### src/rtl/dma_pkg.sv
// Shared types and constants for the word-copy DMA engine and its bus port.
package dma_pkg;

   typedef enum logic [2:0] {
      ST_IDLE,
      ST_READ,
      ST_RGAP,
      ST_WRITE,
      ST_WGAP,
      ST_FINISH
   } dma_state_t;

   localparam logic [3:0] WMASK_FULL = 4'b1111;

   function automatic logic [31:0] word_align(input logic [31:0] a);
      return a & ~32'h0000_0003;
   endfunction

endpackage

### src/rtl/bus_initiator_port.sv
// One request/ready handshake on the system bus, with a per-request timeout
// and a capture register for read data.
module bus_initiator_port
   import dma_pkg::*;
#(
   parameter int TIMEOUT_CYCLES = 255
)
(
   input  logic        clk,
   input  logic        rst,
   input  logic        go,
   input  logic        is_write,
   input  logic [31:0] addr,
   input  logic [31:0] wdata,
   output logic        ack,
   output logic        timeout,
   output logic [31:0] rdata_q,
   output logic [31:0] bus_addr,
   output logic [31:0] bus_wdata,
   output logic [3:0]  bus_wmask,
   output logic        bus_wen,
   output logic        bus_ren,
   input  logic [31:0] bus_rdata,
   input  logic        bus_ready
);

   localparam int CNT_W = $clog2(TIMEOUT_CYCLES + 1);

   logic [CNT_W-1:0] wait_cnt_reg;
   logic [CNT_W-1:0] wait_cnt_next;
   logic [31:0]      rdata_reg;
   logic             expired;
   logic             req;

   // Once the count hits the limit the request is dropped in that same cycle.
   assign expired = (wait_cnt_reg == CNT_W'(TIMEOUT_CYCLES));
   assign req     = go && !expired;
   assign ack     = req && bus_ready;
   assign timeout = go && expired;

   always_comb begin
      wait_cnt_next = wait_cnt_reg;
      if (!go || ack) begin
         wait_cnt_next = '0;
      end else if (!expired) begin
         wait_cnt_next = wait_cnt_reg + CNT_W'(1);
      end
   end

   always_ff @(posedge clk or negedge rst) begin
      if (!rst) begin
         wait_cnt_reg <= '0;
         rdata_reg    <= '0;
      end else begin
         wait_cnt_reg <= wait_cnt_next;
         if (ack && !is_write) begin
            rdata_reg <= bus_rdata;
         end
      end
   end

   assign rdata_q   = rdata_reg;
   assign bus_ren   = req && !is_write;
   assign bus_wen   = req && is_write;
   assign bus_addr  = req ? word_align(addr) : 32'h0;
   assign bus_wdata = bus_wen ? wdata : 32'h0;
   assign bus_wmask = bus_wen ? WMASK_FULL : 4'b0000;

endmodule

### src/rtl/bus_dma_engine.sv
// Word-copy DMA initiator: sequences read/write pairs through one bus port,
// with abort at word boundaries and timeout recovery from unmapped addresses.
module bus_dma_engine
   import dma_pkg::*;
#(
   parameter int TIMEOUT_CYCLES = 255,
   parameter int LEN_W          = 16
)
(
   input  logic             clk,
   input  logic             rst,
   input  logic             start,
   input  logic [31:0]      src_addr,
   input  logic [31:0]      dst_addr,
   input  logic [LEN_W-1:0] len_words,
   input  logic             abort,
   output logic             busy,
   output logic             done,
   output logic             error,
   output logic [31:0]      err_addr,
   output logic [LEN_W-1:0] words_done,
   output logic [31:0]      bus_addr,
   output logic [31:0]      bus_wdata,
   output logic [3:0]       bus_wmask,
   output logic             bus_wen,
   output logic             bus_ren,
   input  logic [31:0]      bus_rdata,
   input  logic             bus_ready
);

   dma_state_t       state_reg;
   dma_state_t       state_next;

   logic [31:0]      src_reg;
   logic [31:0]      dst_reg;
   logic [31:0]      err_addr_reg;
   logic [LEN_W-1:0] len_reg;
   logic [LEN_W-1:0] words_done_reg;
   logic             error_reg;
   logic             abort_reg;

   logic             go;
   logic             is_write;
   logic [31:0]      port_addr;
   logic             ack;
   logic             timeout;
   logic [31:0]      rdata_q;
   logic             abort_seen;
   logic             last_word;

   assign abort_seen = abort_reg || abort;
   assign last_word  = ((words_done_reg + LEN_W'(1)) == len_reg);

   bus_initiator_port #(
      .TIMEOUT_CYCLES (TIMEOUT_CYCLES)
   ) u_port (
      .clk       (clk),
      .rst       (rst),
      .go        (go),
      .is_write  (is_write),
      .addr      (port_addr),
      .wdata     (rdata_q),
      .ack       (ack),
      .timeout   (timeout),
      .rdata_q   (rdata_q),
      .bus_addr  (bus_addr),
      .bus_wdata (bus_wdata),
      .bus_wmask (bus_wmask),
      .bus_wen   (bus_wen),
      .bus_ren   (bus_ren),
      .bus_rdata (bus_rdata),
      .bus_ready (bus_ready)
   );

   always_ff @(posedge clk or negedge rst) begin
      if (!rst) begin
         state_reg <= ST_IDLE;
      end else begin
         state_reg <= state_next;
      end
   end

   always_comb begin
      state_next = state_reg;
      case (state_reg)
         ST_IDLE: begin
            if (start) begin
               state_next = (len_words == '0) ? ST_FINISH : ST_READ;
            end
         end
         ST_READ: begin
            if (timeout) begin
               state_next = ST_FINISH;
            end else if (ack) begin
               state_next = ST_RGAP;
            end
         end
         ST_RGAP: begin
            state_next = ST_WRITE;
         end
         ST_WRITE: begin
            if (timeout) begin
               state_next = ST_FINISH;
            end else if (ack) begin
               state_next = (last_word || abort_seen) ? ST_FINISH : ST_WGAP;
            end
         end
         ST_WGAP: begin
            state_next = abort_seen ? ST_FINISH : ST_READ;
         end
         ST_FINISH: begin
            state_next = ST_IDLE;
         end
         default: begin
            state_next = ST_IDLE;
         end
      endcase
   end

   always_comb begin
      go        = 1'b0;
      is_write  = 1'b0;
      port_addr = src_reg;
      busy      = 1'b0;
      done      = 1'b0;
      case (state_reg)
         ST_READ: begin
            go   = 1'b1;
            busy = 1'b1;
         end
         ST_RGAP: begin
            busy = 1'b1;
         end
         ST_WRITE: begin
            go        = 1'b1;
            is_write  = 1'b1;
            port_addr = dst_reg;
            busy      = 1'b1;
         end
         ST_WGAP: begin
            busy = 1'b1;
         end
         ST_FINISH: begin
            done = 1'b1;
         end
         default: begin
            go = 1'b0;
         end
      endcase
   end

   // Datapath: pointers, counters, sticky error/abort state.
   always_ff @(posedge clk or negedge rst) begin
      if (!rst) begin
         src_reg        <= '0;
         dst_reg        <= '0;
         len_reg        <= '0;
         words_done_reg <= '0;
         error_reg      <= 1'b0;
         err_addr_reg   <= '0;
         abort_reg      <= 1'b0;
      end else if (state_reg == ST_IDLE) begin
         if (start) begin
            src_reg        <= src_addr;
            dst_reg        <= dst_addr;
            len_reg        <= len_words;
            words_done_reg <= '0;
            error_reg      <= 1'b0;
            err_addr_reg   <= '0;
            abort_reg      <= 1'b0;
         end
      end else begin
         if (busy && abort) begin
            abort_reg <= 1'b1;
         end
         if (state_reg == ST_READ && ack) begin
            src_reg <= src_reg + 32'd4;
         end
         if (state_reg == ST_WRITE && ack) begin
            dst_reg        <= dst_reg + 32'd4;
            words_done_reg <= words_done_reg + LEN_W'(1);
         end
         if (timeout) begin
            error_reg    <= 1'b1;
            err_addr_reg <= word_align(port_addr);
         end
      end
   end

   assign error      = error_reg;
   assign err_addr   = err_addr_reg;
   assign words_done = words_done_reg;

endmodule

### config.mk
export PLATFORM = sky130hd
export DESIGN_NAME = bus_dma_engine
export DESIGN_NICKNAME = d
export VERILOG_FILES = /design/src/rtl/dma_pkg.sv /design/src/rtl/bus_initiator_port.sv /design/src/rtl/bus_dma_engine.sv
export SDC_FILE = /design/constraint.sdc
export NUM_CORES = 1
export LEC_CHECK = 0
export BUFFER_PORTS_ARGS = -buffer_cell sky130_fd_sc_hd__buf_2
export CAP_MARGIN = 10
export CORE_UTILIZATION = 25
export DETAILED_ROUTE_END_ITERATION = 12
export GPL_ROUTABILITY_DRIVEN = 0
export HOLD_SLACK_MARGIN = 0.1
export PLACE_DENSITY = 0.41
export SKIP_CTS_REPAIR_TIMING = 1
export SYNTH_ARGS = -nofsm -noshare
export SYNTH_HDL_FRONTEND = slang
export SYNTH_SLANG_ARGS = --single-unit
### constraint.sdc
create_clock -name clk -period 4.8 [get_ports clk]
set_input_delay 0.24 -clock clk [delete_from_list [all_inputs] [get_ports clk]]
set_output_delay 0.24 -clock clk [all_outputs]
set_load 0.05 [all_outputs]
Yosys cells after proc, flatten, opt, wreduce, memory -nomap -nowiden
Index checks and enable logic that the tools add are counted.
- register bits after elaboration: 173
- input bits: 117
- output and inout port bits: 121
- $add $sub $neg: 4
- equality and inequality tests: 11
- mux-type cells: 36
- reduce and logical (&&, ||, !) cells: 29
- operators by type and width (operator ; number):
    2-to-1 mux 32 bit ; 12
    adder 32 x 3 -> 32 bit, second input constant ; 2
    2-to-1 mux 16 bit ; 3
    2-to-1 mux 3 bit ; 7
    adder 16 x 1 -> 16 bit, second input constant ; 1
    equality test 16 bit ; 1
    zero test 16 bit ; 1
    2-to-1 mux 8 bit ; 2
    case mux 3 bit (5 select lines) ; 1
    2-to-1 mux 1 bit ; 10
    AND reduction 2 bit ; 5
    logical AND 1 bit ; 9
    adder 8 x 1 -> 8 bit, second input constant ; 1
    equality test 8 bit, second input constant ; 1
    nonzero test 2 bit ; 4
    equality test 3 x 2 -> 1 bit, second input constant ; 2
    equality test 3 bit, second input constant ; 2
    != test 3 bit, second input constant ; 2
    2-to-1 mux 4 bit ; 1
    != test 2 bit, second input constant ; 2
    OR reduction 4 bit ; 1
    equality test 3 x 1 -> 1 bit, second input constant ; 1
    zero test 1 bit ; 3
    zero test 3 bit ; 1
    3 further kinds ; 5

Logic depth before layout (Yosys ltp)
Gate-level depths: netlist of the first run.
- depth in word-level cells: 8
- gate-level depth with buffers: 9
- mapped depth without buffers: 6

Modules after synthesis
A second synthesis of the first run with hierarchy kept.
- cell total of the unflattened synthesis: 1017
- area total of the unflattened synthesis: 9703.1 µm²
- modules (own cells, without submodules) (module ; times used ; cells an instance ; area each (µm²) ; sequential area each (µm²)):
    bus_dma_engine ; 1 ; 825 ; 7470.9 ; 3278.1
    bus_initiator_port ; 1 ; 192 ; 2232.1 ; 1001.0

Worst setup path after synthesis of the first run
No wires, ideal clock.
- path type: reg-to-output
- from: reg u_port.wait_cnt_reg[0]
- to: out bus_wdata[22]
- arrival time: 2402 ps
- data required time: 4560 ps
- setup slack: 2158 ps
- stages on the path, launching flop included: 7
- cells stage by stage: dfrtp_1 > ha_1 > and3_1 > buf_2 > a21oi_1 > clkbuf_1 > and2_1
- cells in the longest elaborated chain, start to end: 5
- RTL lines (element ; RTL line ; RTL):
    from (decl) ; bus_initiator_port.sv:29 ; logic [CNT_W-1:0] wait_cnt_reg;
    from (signal assigned) ; bus_initiator_port.sv:55 ; wait_cnt_reg <= wait_cnt_next;
    equality test 8 bit ; bus_initiator_port.sv:36 ; assign expired = (wait_cnt_reg == CNT_W'(TIMEOUT_CYCLES));
    zero test 1 bit ; bus_initiator_port.sv:37 ; assign req = go && !expired;
    logical AND 1 bit ; bus_initiator_port.sv:37 ;
    logical AND 1 bit ; bus_initiator_port.sv:64 ; assign bus_wen = req && is_write;
    net bus_wen ; bus_dma_engine.sv:25 ; output logic bus_wen,
    2-to-1 mux 32 bit ; bus_initiator_port.sv:66 ; assign bus_wdata = bus_wen ? wdata : 32'h0;
    to (decl) ; bus_dma_engine.sv:23 ; output logic [31:0] bus_wdata,
The timed path passes the listed nets, and every way through them passes these cells.

Final worst setup path of the first run
- from: reg state_reg[2]
- to: out bus_addr[4]
- cells in the longest elaborated chain, start to end: 5
- RTL lines (element ; RTL line ; RTL):
    from (decl) ; bus_dma_engine.sv:31 ; dma_state_t state_reg;
    from (signal assigned) ; bus_dma_engine.sv:79 ; state_reg <= state_next;
    equality test 3 x 1 -> 1 bit / equality test 3 x 2 -> 1 bit (equally long branches) ; bus_dma_engine.sv:126 ; case (state_reg)
    OR reduction 2 bit (no line) ; - ;
    2-to-1 mux 1 bit ; bus_dma_engine.sv:126 ;
    logical AND 1 bit ; bus_initiator_port.sv:37 ;
    2-to-1 mux 32 bit (*) ; bus_initiator_port.sv:65 ; assign bus_addr = req ? word_align(addr) : 32'h0;
    to (decl) ; bus_dma_engine.sv:22 ; output logic [31:0] bus_addr,
Mark *: on every way between the ends. The rest lies on a longest branch, timed or not.

==> results of run 1 <==
[through the flow]
| stage | power [W] | utilization (%) | hold WS [ps] | setup slack [ps] |
|---|---|---|---|---|
| 2_1_floorplan | 0.00610 | - | -55.6 | 2160 |
| 3_3_place_gp | 0.00751 | 29.6 | 444 | 1860 |
| 3_5_place_dp | 0.00755 | 29.6 | 446 | 1820 |
| 4_1_cts | 0.00906 | 31.2 | -38.5 | 1630 |
| 5_1_grt | 0.00957 | 32.8 | 101 | 1470 |
| 6_report | 0.00897 | 32.8 | 94.1 | 1620 |
[Yosys cell counts (17+ instances only)]
| cell | number | area (um^2) |
|---|---|---|
| a21oi_1 | 73 | 365 |
| mux2i_1 | 34 | 340 |
| nand2_1 | 105 | 394 |
| nor2_1 | 89 | 334 |
| and3_1 | 19 | 119 |
| and2_1 | 39 | 244 |
| nor3_1 | 17 | 85.1 |
| o22ai_1 | 17 | 106 |
| dfrtp_1 | 167 | 4180 |
| nand3_1 | 62 | 310 |
| clkbuf_1 | 55 | 206 |
| mux2_2 | 35 | 394 |
| o21ai_0 | 94 | 470 |
| nand4_1 | 23 | 144 |
[worst reg2reg max path, cell delays in order, from the launching register on]
cell	delay (ps)
dfrtp_1	420
ha_1	240
and3_1	310
a2111o_1	540
nand2_1	900
o21ai_0	250
o2bb2ai_1	180
[where the power goes]
part / switching [W] / internal, W / total, W
Clock: 0.000643 / 0.000823 / 0.00147
Sequential: 0.000625 / 0.00197 / 0.00260
Combinational: 0.00350 / 0.00141 / 0.00491
[per-layer routing]
layer	GRT usage (%)	share of wire, %	vias to the layer above
met4	4.49	1.2	0
met5	0	0	-
met3	2.99	3.9	20
met2	29.2	48	226
li1	-	-	4279
met1	24.7	47	4361
[cell families (layout without fill, tap and decap cells)]
family	count (synthesis)	count (layout)
AND/OR/NAND/NOR	397	397
AO/OA/AOI/OAI	284	284
flip-flops	167	167
buffers and inverters	99	345
multiplexers	69	69
XOR/XNOR	25	25
adder cells (fa/ha/maj)	4	4
other	1	5
[final timing paths]
kind / from / endpoint / slack (ps)
setup / recovery: state_reg[2] / bus_addr[4] / 1620
hold / removal: dst_addr[5] / dst_reg[5] / 90
setup reg to reg: u_port.wait_cnt_reg[0] / src_reg[21] / 1810
hold reg to reg: error / error / 470
max in group asynchronous: rst / err_addr[27] / 3170
min in group asynchronous: rst / dst_reg[3] / 490
[final cells by class]
cell class / count / area [um^2]
Fill cell: 3917 / 24600
Sequential cell: 167 / 4180
Clock inverter: 14 / 174
Timing Repair Buffer: 303 / 1860
Clock buffer: 18 / 429
Multi-Input combinational cell: 783 / 4790
Tap cell: 468 / 586
Inverter: 10 / 37.5
Antenna cell: 1 / 2.50
==> results_dict.tcl, run 1 <==
set metrics [dict create \
    worstPathMaxFanout 31 \
    rows 70 \
    irDropWorstVdd_mv 0.348 \
    synth_flop_cell "dfrtp_1" \
    cp.required_ps 4560 \
    grt-ovfl-total 0 \
    synth_top_family_by_area "simple AND/OR/NAND/NOR gates" \
    core_area_mm2 0.0367 \
    largest_reg_flops 32 \
    synth-simple-area-share_pct 20.8 \
    worst_slew_pin_slew_ps 1180 \
    grt_max_degree 94 \
    cts_tree "done" \
    routed_wl_mm 34.4 \
    htreeDepth 4 \
    fin_cells 1764 \
    rsz0062_at_grt "no" \
    min_path_type "in -> reg" \
    cts_root_buffer "clkbuf_16" \
    io_buffers 229 \
    cts.sinks 167 \
    max_cap_violations 0 \
    drv_slew 0 \
    final_area_mm2 0.0121 \
    yosys.area_share.xor_xnor_pct 2.48 \
    max_clock_freq_mhz 314 \
    finClkSkew_ps 20.0 \
    clk_path_buf_depth 2 \
    cts_buffers 17 \
    synth-compound-area-share_pct 19.1 \
    max-slew-margin-rel_pct 21.5 \
    avgSynthCellArea_um2 8.95 \
    path_buf_inv 2 \
    critical_path_class "reg -> out" \
    slowest_stage "mux2i_1" \
    hold_path_depth 3 \
    synthMuxAreaShare_pct 7.84 \
    ys_seq_area_share_pct 44.6 \
    die_height_um 196 \
    crit_path_cell_trace "nand3b_1 > buf_4 > mux2i_1 > nor2_1 > buf_2" \
    final_nets 1403 \
    grt_pass1_vias 8426 \
    worstSkewPairLatency_ps 450 \
    cpLargestDelayFamily "buffers and inverters" \
    worstRegToRegCells 6 \
    crit_cells 5 \
    synth_fa_ha_area_share_pct 0.534 \
    area_growth_pct 28.7 \
    fp.dieW_um 196 \
    final_cell_mix "buf_2 (228), dfrtp_1 (167), nand2_1 (104)" \
    die_area_mm2 0.0382 \
    synth_async_sr_flop_share_pct 100 \
    power_density_mw_per_mm2 744 \
    drive_gt1_share_pct 25.0 \
    cp-end-kind "output port" \
    outcome "completed" \
    initial_core_util_pct 25.5 \
    synth_edf_count 0 \
    hpwl_mm 24.4 \
    final_antenna_net_count 0 \
    drt_iter0_drc 528 \
    antenna_found_initial 1 \
    via_count 8886 \
    io_pins 238 \
    grt_pass1_wl_mm 52.0 \
    hold_viol 0 \
    place_area_mm2 0.0109 \
    period_needed_ps 3180 \
    power_leakage_nw 5.52 \
    drc 0 \
    final_common_cell "buf_2" \
    ys_types 66 \
    path_clk_slew_ps 80 \
    period_share_pct 66.3 \
    ys_warn_count 0 \
    routed_via_density 5.04 \
    tns_ps 0 \
    place_inst 1672 \
    cp.arrival_ps 2940 \
    grt_usage_pct 18.0 \
    ys_seq_elements 167 \
    synthCells 1046 \
    first_pass_iters 5 \
    synthesis.area_mm2 0.00937 \
    post_drt_wl_per_cell_um 19.5 \
    slowest_delay_ps 690 \
    crit_path_start_kind "register" \
    finalSetupViolations 0 \
]
(Power assumes the default switching activity.)
==> run 2: changes to the inputs <==
PLACE_DENSITY = 0.42   (was 0.41)
clock period = 2.6 ns   (was 4.8 ns; I/O delays follow)
==> results_dict.tcl, run 2 (synthesis gave the netlist of run 1 again) <==
set metrics [dict create \
    outcome "completed" \
    min_to "dst_reg[23]" \
    drive_gt1_share_pct 26.2 \
    max_clock_freq_mhz 400 \
    final_antenna_net_count 0 \
    crit_path_cell_trace "nand3b_1 > buf_12 > mux2i_2 > buf_4 > nor2_1 > buf_2" \
    drc 0 \
    area_growth_pct 37.8 \
    path_buf_inv 3 \
    initial_core_util_pct 25.5 \
    seq_area_mm2 0.00418 \
    die_area_mm2 0.0382 \
    final_nets 1466 \
    io_pins 238 \
    grt_pass1_wl_mm 51.4 \
    io_buffers 229 \
    antenna_found_initial 0 \
    power_leakage_nw 5.88 \
    slowest_stage "dfrtp_2" \
    worstSkewPairLatency_ps 450 \
    period_share_pct 96.2 \
    finClkSkew_ps 16.0 \
    cts.sinks 167 \
    cts_tree "done" \
    hold_path_depth 4 \
    fp.dieW_um 196 \
    hold_viol 0 \
    final_cell_mix "buf_2 (200), dfrtp_1 (164), nand2_1 (104)" \
    antennaDiodeCount 0 \
    max_cap_violations 0 \
    grt_max_degree 77 \
    routed_wl_mm 34.5 \
    grt-ovfl-total 0 \
    first_pass_iters 5 \
    cp.required_ps 2470 \
    worstPathMaxFanout 32 \
    fin_hold_ws_ps 73.4 \
    clk_path_buf_depth 2 \
    final_common_cell "buf_2" \
    worst_slew_pin_slew_ps 937 \
    finalSetupViolations 0 \
    rows 70 \
    grtUsageMet1_pct 24.8 \
    startpoint "state_reg[1]" \
    cpLargestDelayFamily "buffers and inverters" \
    core_area_mm2 0.0367 \
    drt_iter0_drc 505 \
    post_drt_wl_per_cell_um 18.9 \
    largest_reg_flops 32 \
    min_path_type "in -> reg" \
    path_clk_slew_ps 80 \
    use_met3_pct 3.25 \
    max-slew-margin-rel_pct 37.6 \
    r2r_slack_ps 220 \
    grt_pass1_vias 8298 \
    cp-end-kind "output port" \
    die_height_um 196 \
    nFillCells 3797 \
    rr_endpoint "src_reg[17]" \
    worstRegToRegCells 6 \
    drv_slew 0 \
    grt_usage_pct 17.8 \
    multi_input_area_mm2 0.00481 \
    via_count 9087 \
    power_density_mw_per_mm2 1350 \
    r2r_start "u_port.wait_cnt_reg[0]" \
    final_util_pct 35.2 \
    cts_root_buffer "clkbuf_16" \
    hpwl_mm 24.5 \
    routed_via_density 4.98 \
    rsz0062_at_grt "yes" \
    slowest_delay_ps 510 \
    cp.arrival_ps 2370 \
    irDropWorstVdd_mv 0.599 \
    hold_path.startpoint "dst_addr[23]" \
    crit_path_start_kind "register" \
    period_needed_ps 2500 \
    critical_path_class "reg -> out" \
    htreeDepth 4 \
    cts_buffers 17 \
    met2_usage_pct 27.6 \
    grt.busiest_layer "met2" \
]
==> run 2: cell count changes in the layout (fill, tap and decap cells not counted), moves of 7 or more <==
| cell | before | now |
|---|---|---|
| clkbuf_4 | 0 | 9 |
| buf_2 | 228 | 200 |
| dlygate4sd3_1 | 59 | 98 |
| buf_6 | 1 | 8 |
| buf_4 | 15 | 43 |
| buf_12 | 0 | 7 |
==> run 2: final cells by class <==
cell class	instances	share of cell area (%)
clock buffer	21	3.72
clock inverter	10	1.47
inverter	10	0.291
multi-input combinational	783	37.3
sequential	167	32.4
tap	468	4.54
timing repair buffer	366	20.3
==> run 2: worst max-delay path by stage <==
stage | to | slack [ps] | depth (start not counted)
2_1_floorplan | bus_wdata[22] | 70 | 6
5_1_grt | bus_addr[14] | -20 | 8
3_3_place_gp | src_reg[17] | 260 | 6
6_report | bus_addr[6] | 100 | 6
3_5_place_dp | src_reg[17] | 250 | 6
4_1_cts | bus_addr[6] | -30 | 6
==> run 2: worst reg2reg max path, delay by kind of cell (launching register included) <==
kind / cells / cell delay, ps
compound gates: 3 / 870
fa+ha+maj: 1 / 230
flops: 1 / 410
simple gates: 2 / 700
==> run 2: metal layers <==
layer,vias to the layer above,part of all wire [%],wire length (um)
li1,4397,-,-
met1,4395,48,16400
met2,257,46,15800
met3,38,4.5,1550
met4,0,2.1,711
met5,-,0,0
==> run 2: metrics by stage <==
stage	power (W)	instance area, um^2	cells	worst slack (ps)	setup TNS (ps)
2_1_floorplan	0.0113	9380	1049	68.4	0
3_3_place_gp	0.0141	11100	1696	262	0
3_5_place_dp	0.0142	11100	1696	253	0
4_1_cts	0.0172	11800	1727	-29.2	-38.7
5_1_grt	0.0186	12900	1825	-21.8	-53.6
6_report	0.0175	12900	1825	97.6	0
==> run 2: power by group <==
group	switching, W	internal (W)	leakage (nW)
clock	0.00116	0.00181	0.330
sequential	0.00114	0.00365	2.06
combinational	0.00657	0.00314	3.49
total	0.00887	0.00861	5.88
